--- config.mk ---
export PLATFORM = sky130hd
export DESIGN_NAME = jpeg_block_sched
export DESIGN_NICKNAME = d
export VERILOG_FILES = /design/src/rtl/jpeg_pkg.sv /design/src/rtl/jpeg_row_buf.sv /design/src/rtl/jpeg_block_sched.sv
export SDC_FILE = /design/constraint.sdc
export NUM_CORES = 1
export LEC_CHECK = 0
export ABC_AREA = 0
export BUFFER_PORTS_ARGS = -buffer_cell sky130_fd_sc_hd__buf_2
export CORE_MARGIN = 5
export CORE_UTILIZATION = 60
export DETAILED_ROUTE_END_ITERATION = 16
export PLACE_DENSITY = 0.8
export SLEW_MARGIN = 20
export SYNTH_ARGS = -nofsm -noshare
export SYNTH_HDL_FRONTEND = slang
export SYNTH_SLANG_ARGS = --single-unit
--- constraint.sdc ---
create_clock -name clk -period 4.53 [get_ports clk]
set_clock_uncertainty 0.2 [all_clocks]
set_input_delay 1.1325 -clock clk [delete_from_list [all_inputs] [get_ports clk]]
set_output_delay 1.1325 -clock clk [all_outputs]
set_load 0.03 [all_outputs]
--- src/rtl/jpeg_pkg.sv ---
// jpeg_pkg
//   Shared types and helpers for the JPEG frame scheduler.
//   sched_state_t : scheduler FSM states
//   BLK_DIM       : block edge length in pixels (8)
//   level_shift   : unsigned pixel -> signed pixel (value - 128)
package jpeg_pkg;

    localparam int BLK_DIM = 8;

    typedef enum logic [2:0] {
        IDLE,
        FETCH,
        WAIT,
        SEND,
        ADV,
        MARK,
        FIN
    } sched_state_t;

    // Subtracting 128 from an 8-bit unsigned value is the same as flipping
    // the MSB and reading the result as two's complement.
    function automatic logic signed [7:0] level_shift(input logic [7:0] b);
        return $signed({~b[7], b[6:0]});
    endfunction

endpackage

--- src/rtl/jpeg_row_buf.sv ---
// jpeg_row_buf
//   One row of an 8x8 block: an 8 x 8-bit register file.
//   Ports:
//     clk      in   clock
//     wr_en    in   write strobe
//     wr_idx   in   write slot 0..7
//     wr_data  in   write value
//     rd_idx   in   read slot 0..7 (combinational read)
//     rd_data  out  value held in slot rd_idx
module jpeg_row_buf
    import jpeg_pkg::*;
(
    input  logic       clk,
    input  logic       wr_en,
    input  logic [2:0] wr_idx,
    input  logic [7:0] wr_data,
    input  logic [2:0] rd_idx,
    output logic [7:0] rd_data
);

    logic [7:0] slot_reg [BLK_DIM];

    // Contents need no reset: every slot is rewritten before it is read.
    always_ff @(posedge clk) begin
        if (wr_en) begin
            slot_reg[wr_idx] <= wr_data;
        end
    end

    assign rd_data = slot_reg[rd_idx];

endmodule

--- src/rtl/jpeg_block_sched.sv ---
// jpeg_block_sched
//   Frame-level sequencer: walks a raster frame buffer in 8x8 block order,
//   fetching one 8-pixel row at a time into ROWBUF and sending it to the
//   pipeline as a level-shifted 8-cycle burst once pipe_rdy is seen.
//   Optional feature: define JPEG_SCHED_RESTART_EN to request a restart
//   marker (mark_req/mark_ack) every RST_INTERVAL blocks, except after the
//   last block of a frame.
//   Ports:
//     clk, rst_n          clock, asynchronous active-low reset
//     start               1-cycle frame start (ignored unless idle)
//     busy, done          frame in progress / 1-cycle end-of-frame pulse
//     mem_rd, mem_addr    frame memory read strobe and address
//     mem_data            pixel, valid the cycle after mem_rd
//     pipe_rdy            pipeline can take one 8-pixel row
//     pipe_ena, pipe_pixel pixel strobe and signed pixel to the pipeline
//     blk_cnt             blocks fully sent this frame
//     mark_req, mark_ack  restart-marker handshake
module jpeg_block_sched
    import jpeg_pkg::*;
#(
    parameter int IMG_W        = 64,
    parameter int IMG_H        = 64,
    parameter int ADDR_W       = 12,
    parameter int RST_INTERVAL = 4
) (
    input  logic               clk,
    input  logic               rst_n,
    input  logic               start,
    output logic               busy,
    output logic               done,
    output logic               mem_rd,
    output logic [ADDR_W-1:0]  mem_addr,
    input  logic [7:0]         mem_data,
    input  logic               pipe_rdy,
    output logic               pipe_ena,
    output logic signed [7:0]  pipe_pixel,
    output logic [15:0]        blk_cnt,
    output logic               mark_req,
    input  logic               mark_ack
);

    localparam int BX_N = IMG_W / BLK_DIM;
    localparam int BY_N = IMG_H / BLK_DIM;
    localparam int BX_W = (BX_N > 1) ? $clog2(BX_N) : 1;
    localparam int BY_W = (BY_N > 1) ? $clog2(BY_N) : 1;

    sched_state_t state_reg, state_next;

    logic [3:0]      col_reg;      // FETCH: 0..8 (8 = final capture), SEND: 0..7
    logic [2:0]      row_reg;
    logic [BX_W-1:0] bx_reg;
    logic [BY_W-1:0] by_reg;
    logic [15:0]     blk_cnt_reg;
    logic            rd_q_reg;     // a read was issued last cycle
    logic [2:0]      rd_idx_reg;   // slot that read lands in

    logic [15:0] blk_next;
    logic        bx_last, by_last, last_blk, mark_due;
    logic [7:0]  rd_data;
    logic [ADDR_W-1:0] addr_calc;

    assign blk_next = blk_cnt_reg + 16'd1;
    assign bx_last  = (bx_reg == BX_W'(BX_N - 1));
    assign by_last  = (by_reg == BY_W'(BY_N - 1));
    assign last_blk = (row_reg == 3'd7) && bx_last && by_last;

`ifdef JPEG_SCHED_RESTART_EN
    logic unused_cfg;
    assign unused_cfg = 1'b0;
    assign mark_due = (row_reg == 3'd7) && !last_blk &&
                      ((blk_next % 16'(RST_INTERVAL)) == 16'd0);
`else
    // Restart markers compiled out: interval and acknowledge have no effect.
    logic unused_cfg;
    assign unused_cfg = mark_ack ^ (RST_INTERVAL == 0);
    assign mark_due   = 1'b0;
`endif

    assign addr_calc = (ADDR_W'(by_reg) * ADDR_W'(BLK_DIM) + ADDR_W'(row_reg)) * ADDR_W'(IMG_W)
                     + ADDR_W'(bx_reg) * ADDR_W'(BLK_DIM) + ADDR_W'(col_reg[2:0]);

    jpeg_row_buf ROWBUF (
        .clk     (clk),
        .wr_en   (rd_q_reg),
        .wr_idx  (rd_idx_reg),
        .wr_data (mem_data),
        .rd_idx  (col_reg[2:0]),
        .rd_data (rd_data)
    );

    // State register
    always_ff @(posedge clk or negedge rst_n) begin
        if (!rst_n) begin
            state_reg <= IDLE;
        end else begin
            state_reg <= state_next;
        end
    end

    // Next-state logic
    always_comb begin
        state_next = state_reg;
        case (state_reg)
            IDLE:  if (start)              state_next = FETCH;
            FETCH: if (col_reg == 4'd8)    state_next = WAIT;
            WAIT:  if (pipe_rdy)           state_next = SEND;
            SEND:  if (col_reg == 4'd7)    state_next = ADV;
            ADV: begin
                if (last_blk)              state_next = FIN;
                else if (mark_due)         state_next = MARK;
                else                       state_next = FETCH;
            end
            MARK:  if (mark_ack)           state_next = FETCH;
            FIN:                           state_next = IDLE;
            default:                       state_next = IDLE;
        endcase
    end

    // Outputs; all are decoded from state so an asynchronous reset clears
    // them immediately without waiting for a clock.
    always_comb begin
        busy     = 1'b0;
        done     = 1'b0;
        mem_rd   = 1'b0;
        pipe_ena = 1'b0;
        mark_req = 1'b0;
        case (state_reg)
            FETCH: begin
                busy   = 1'b1;
                mem_rd = (col_reg < 4'd8);
            end
            WAIT, ADV: busy = 1'b1;
            SEND: begin
                busy     = 1'b1;
                pipe_ena = 1'b1;
            end
            MARK: begin
                busy = 1'b1;
`ifdef JPEG_SCHED_RESTART_EN
                mark_req = 1'b1;
`endif
            end
            FIN:     done = 1'b1;
            default: ;
        endcase
    end

    assign mem_addr   = mem_rd ? addr_calc : '0;
    assign pipe_pixel = pipe_ena ? level_shift(rd_data) : 8'sd0;
    assign blk_cnt    = blk_cnt_reg;

    // Position counters and read-capture pipeline
    always_ff @(posedge clk or negedge rst_n) begin
        if (!rst_n) begin
            col_reg     <= '0;
            row_reg     <= '0;
            bx_reg      <= '0;
            by_reg      <= '0;
            blk_cnt_reg <= '0;
            rd_q_reg    <= 1'b0;
            rd_idx_reg  <= '0;
        end else begin
            rd_q_reg   <= mem_rd;
            rd_idx_reg <= col_reg[2:0];
            case (state_reg)
                IDLE: begin
                    if (start) begin
                        col_reg     <= '0;
                        row_reg     <= '0;
                        bx_reg      <= '0;
                        by_reg      <= '0;
                        blk_cnt_reg <= '0;
                    end
                end
                FETCH: col_reg <= (col_reg == 4'd8) ? 4'd0 : col_reg + 4'd1;
                SEND:  col_reg <= col_reg + 4'd1;
                ADV: begin
                    col_reg <= '0;
                    if (row_reg == 3'd7) begin
                        row_reg     <= '0;
                        blk_cnt_reg <= blk_next;
                        if (bx_last) begin
                            bx_reg <= '0;
                            by_reg <= by_last ? '0 : by_reg + 1'b1;
                        end else begin
                            bx_reg <= bx_reg + 1'b1;
                        end
                    end else begin
                        row_reg <= row_reg + 3'd1;
                    end
                end
                default: col_reg <= '0;
            endcase
        end
    end

endmodule
## Word level (Yosys, flattened, before mapping)

Memory sizes are Yosys's and may differ from the RTL's.
Index checks and enable logic that the tools add are counted.

- Bits in registers: 36
- RAM bits: 64
- Output and inout bits: 41
- Memories: 1

- $add $sub $neg: 8
- Order comparisons: 1
- Eq/ne operators: 18
- Muxes and demuxes: 31
- Bitwise logic cells: 1
- Reductions and logical operators: 9

Memory list:

| memory | words | bits a word | rd ports | clocked after Yosys merged registers in | wr ports | RTL line | source |
|---|---|---|---|---|---|---|---|
| ROWBUF.slot_reg | 8 | 8 | 1 | 0 | 1 | jpeg_row_buf.sv:21 | `logic [7:0] slot_reg [BLK_DIM];` |

Operator list:

| operator | number |
|---|---|
| 2-to-1 mux 3 bit | 13 |
| 2-to-1 mux 16 bit | 2 |
| one-hot mux 16 bit (2 select lines) | 1 |
| equality test 3 bit, second input constant | 6 |
| one-hot mux 3 bit (2 select lines) | 3 |
| one-hot mux 3 bit (6 select lines) | 1 |
| adder 16 x 1 -> 16 bit, second input constant | 1 |
| inequality test 2 bit, second input constant | 7 |
| adder 12 x 3 -> 12 bit | 1 |
| adder 12 x 6 -> 12 bit | 1 |
| 2-to-1 mux 12 bit | 1 |
| one-hot mux 4 bit (3 select lines) | 1 |
| adder 3 x 1 -> 3 bit, second input constant | 3 |
| 2-to-1 mux 4 bit | 2 |
| 2-to-1 mux 8 bit | 1 |
| adder 6 x 3 -> 6 bit | 1 |
| equality test 3 x 2 -> 1 bit, second input constant | 2 |
| 2-to-1 mux 1 bit | 6 |
| AND reduction 5 bit | 1 |
| OR reduction 5 bit | 1 |
| adder 4 x 1 -> 4 bit, second input constant | 1 |
| equality test 4 x 3 -> 1 bit, second input constant | 1 |
| equality test 4 bit, second input constant | 1 |
| < comparator 4 bit, second input constant | 1 |
| other kinds (8) | 9 |

## Depth between registers and ports, before layout

- Word-level depth: 5
- Depth in mapped cells: 8
- Gate-level depth less buffers: 6

## Modules after synthesis

From an unflattened synthesis, not the netlist that was laid out.

- Cell total of the unflattened synthesis: 308
- Area, all modules: 4504.3 sq um

By module, submodules not included:

| module | times used | cells an instance | area each (sq um) | sequential area each (sq um) |
|---|---|---|---|---|
| jpeg_row_buf | 1 | 106 | 2531.2 | 1921.8 |
| jpeg_block_sched | 1 | 202 | 1973.1 | 900.9 |

## Worst setup path before layout

OpenSTA, ideal clock, no wires.

- Path kind: flip-flop to output port
- From: register col_reg[0]
- To: output pipe_pixel[7]
- Arrival: 2.360 ns
- Required time: 3.198 ns
- Setup slack: 0.837 ns
- Cell stages (with the launch flop): 5
- Path buffers: 1
- Cells stage by stage: dfrtp_1 > clkbuf_1 > mux4_2 > nor2b_1 > a211oi_1

- Cells in the longest elaborated chain, start to end: 3

RTL lines:

| element | RTL line | source |
|---|---|---|
| from (decl) | jpeg_block_sched.sv:49 | `logic [3:0] col_reg;` |
| from (signal assigned) | jpeg_block_sched.sv:175 | `FETCH: col_reg <= (col_reg == 4'd8) ? 4'd0 : col_reg + 4'd1;` |
| from (signal assigned) | jpeg_block_sched.sv:176 | `SEND: col_reg <= col_reg + 4'd1;` |
| memory read (8 x 8 bit) | n/a |  |
| inverter 1 bit | jpeg_pkg.sv:23 | `return $signed({~b[7], b[6:0]});` |
| 2-to-1 mux 8 bit | jpeg_block_sched.sv:149 | `assign pipe_pixel = pipe_ena ? level_shift(rd_data) : 8'sd0;` |
| to (decl) | jpeg_block_sched.sv:36 | `output logic signed [7:0] pipe_pixel,` |

Every way passes these cells.

## Worst setup path in the final report

Ends and elaborated chain as after synthesis.

==> impl_metrics.py <==
metrics = {
    "synth": {
        "yosysWarnings": 0,
        "synth-seq-cells": 100,
        "synth_edf_count": 64,
        "synth_top_family_by_area": "simple AND/OR/NAND/NOR gates",
        "synth_compound_area_frac": 0.06452,
        "synth_cells": 313,
        "ys.flop_type": "edfxtp_1",
        "avgSynthCellArea_um2": 14.00,
        "synth_mux_area_frac": 0.1033,
        "synthSimpleGateAreaFrac": 0.1153,
        "synth.largest_area_cell": "edfxtp_1",
        "ys_types": 42,
        "synthAdderAreaFrac": 0.02569,
        "synth_area_leaders": "edfxtp_1 44%, dfrtp_1 21%, mux4_2 8.2%, ha_1 2.6%, nor2_1 2.2%",
        "async_reset_ff_frac": 0.3600,
        "synth.top_cell.area_share": 0.4385,
        "syn-cell-area_um2": 4383,
        "syn_nets": 335,
        "synth_xor_area_frac": 0.01798,
        "seq_area_frac_synth": 0.6440,
    },
    "global_routing": {
        "grt_overflow": 0,
        "antenna_found_initial": 0,
        "grt_pass1_vias": 2628,
        "grt_pass1_wl_um": 12970,
        "grt_max_degree": 37,
        "track_usage": 0.1947,
    },
    "clocking": {
        "cts_tree": "built",
        "hold_buffers": 0,
        "ctsResizeCount": 0,
        "post-cts-setup-buffer-count": 0,
        "cts_made_buffers": 9,
        "clk_latency_ns": 0.37,
        "max-clock-path-buffers": 2,
        "cts.clk_slew.worst_paths_ns": 0.10,
        "clock_sinks": 100,
        "clockRootBuffer": "clkbuf_8",
        "htreeDepth": 3,
    },
    "hold_path": {
        "hp-class": "reg2reg",
    },
    "sta": {
        "tightest_slew_ns": 1.000,
        "grt_setup_unrepaired": "false",
        "finalHoldViolCount": 0,
        "layout_setup_ws_ns": 1.003,
        "period_minus_slack_ns": 3.527,
        "fmax_mhz": 283.5,
        "whs_ns": 0.3293,
        "finalSetupTns_ns": 0,
        "setup_violations": 0,
        "finalCritPeriodShare": 0.7786,
        "drv_slew": 0,
        "slew_headroom": 0.3240,
    },
    "drt": {
        "drt-initial-drc-count": 211,
        "ant_nets": 0,
        "vias": 2770,
        "routed_wl_um": 8227,
        "wire_per_inst_um": 17.47,
        "drt-pass1-iter-count": 4,
        "vias_per_cell": 5.881,
        "drc_errors": 0,
    },
    "cells_and_area": {
        "antenna_cells": 0,
        "final_common_cell": "edfxtp_1",
        "largest_reg_flops": 64,
        "final_cell_mix": "64 x edfxtp_1, 52 x buf_2, 36 x dfrtp_1, 26 x nor2_1, 20 x nand2_1",
        "fin_area_um2": 4956,
        "nets": 389,
        "drive_gt1_frac": 0.2554,
        "syn_to_final_growth_pct": 13.07,
    },
    "worst_setup_path": {
        "crit_path_max_incr_delay_ns": 0.53,
        "cp_max_fo": 14,
        "path_cells": "buf_4, mux4_2, nor2b_1, a211oi_1, buf_2",
        "worstPathRequired_ns": 3.20,
        "worst-setup-path-type": "reg2out",
        "cp-end-kind": "output pin",
        "critPathSlowestCell": "mux4_2",
        "crit_path_start_kind": "register",
        "arrival_ns": 2.19,
    },
    "die": {
        "coreArea_um2": 7176,
        "chipHeight_um": 95.47,
        "rows": 31,
        "die_area_um2": 9115,
        "io_pins": 54,
        "fp.dieW_um": 95.47,
        "start_util": 0.6108,
    },
    "job": {
        "maxCapViolCount": 0,
    },
    "outcome": {
        "status": "finished, final reports clean",
    },
    "power": {
        "p_per_area_nw_per_um2": 630.5,
        "peakVddDrop_mv": 0.3670,
        "leakagePower_nw": 1.957,
    },
    "place": {
        "io_buffers": 52,
        "gp_congestion": 0.8377,
        "place_ws_ns": 1.353,
        "dp_hpwl_um": 5431,
        "dpl-instance-area_um2": 4743,
    },
}
## metrics by stage
stage                 util  total power [mW]  instances
detailed placement  0.6610             2.556        455
finish              0.6907             3.125        471
floorplan                -             2.200        313
global placement    0.6610             2.514        455
global route        0.6907             3.301        471
CTS                 0.6907             3.151        471
## cells in the mapped netlist (2+ instances only)
master and instances:
xnor2_1 6, ha_1 9, edfxtp_1 64, a21oi_1 7
a2111o_1 2, and2_1 10, clkbuf_1 11, buf_4 2
o31ai_1 2, o21ai_0 15, nor2_1 26, nand2b_1 4
nor3_1 9, nand3_1 11, dfrtp_1 36, xor2_1 3
inv_1 11, mux4_2 16, nor2b_1 2, buf_6 2
a211oi_1 4, mux2i_1 7, nand2_1 20, nor4_1 3
nand4_1 3, a22o_1 6, or3_1 6, mux2_2 2
## routing by layer
metal  GRT usage  vias up  share of wire  wire, um
met5           0        -              0         0
met4     0.09242        0          0.018       150
met3     0.04420       11          0.069       569
met2      0.3055       96           0.50      4146
met1      0.2596     1378           0.41      3360
li1            -     1285              -         -
## logic make-up after synthesis
logic type | after synthesis
AO/OA/AOI/OAI | 42
XOR/XNOR | 9
adder cells (fa/ha/maj) | 9
buffers and inverters | 27
flip-flops | 100
multiplexers | 25
other | 1
AND/OR/NAND/NOR | 100
## where the power goes
part           leakage, nW  internal, mW  switching [mW]
clock                0.111         0.272           0.328
combinational        0.797         0.438           0.722
sequential            1.05          1.18           0.187
## path summary, 6_finish.rpt
kind / startpoint / to / slack [ns] / depth (start not counted)
setup / recovery: col_reg[0] / pipe_pixel[7] / 1.00 / 5
hold / removal: by_reg[1] / by_reg[1] / 0.33 / 1
setup reg to reg: row_reg[0] / blk_cnt[14] / 1.94 / 6
hold reg to reg: by_reg[1] / by_reg[1] / 0.33 / 1
max in group asynchronous: rst_n / blk_cnt[4] / 2.95 / 1
min in group asynchronous: rst_n / col_reg[3] / 0.64 / 1
## worst max-delay path: cells and delay by family (launching register included)
kind / cells / cell delay [ns]
flops: 1 / 0.37
buf+inv: 2 / 0.52
mux: 1 / 0.53
simple gates: 1 / 0.14
compound gates: 1 / 0.27
## cell type report
cell class	instances	area, um^2
flip-flops and latches	100	2823
fillers	487	2220
multi-input cells	186	1443
repair buffers	59	312.8
clock buffers	9	123.9
well taps	99	123.9
clock inverters	7	88.84
inverters	11	41.29
Power figures use the tool's default switching activity.
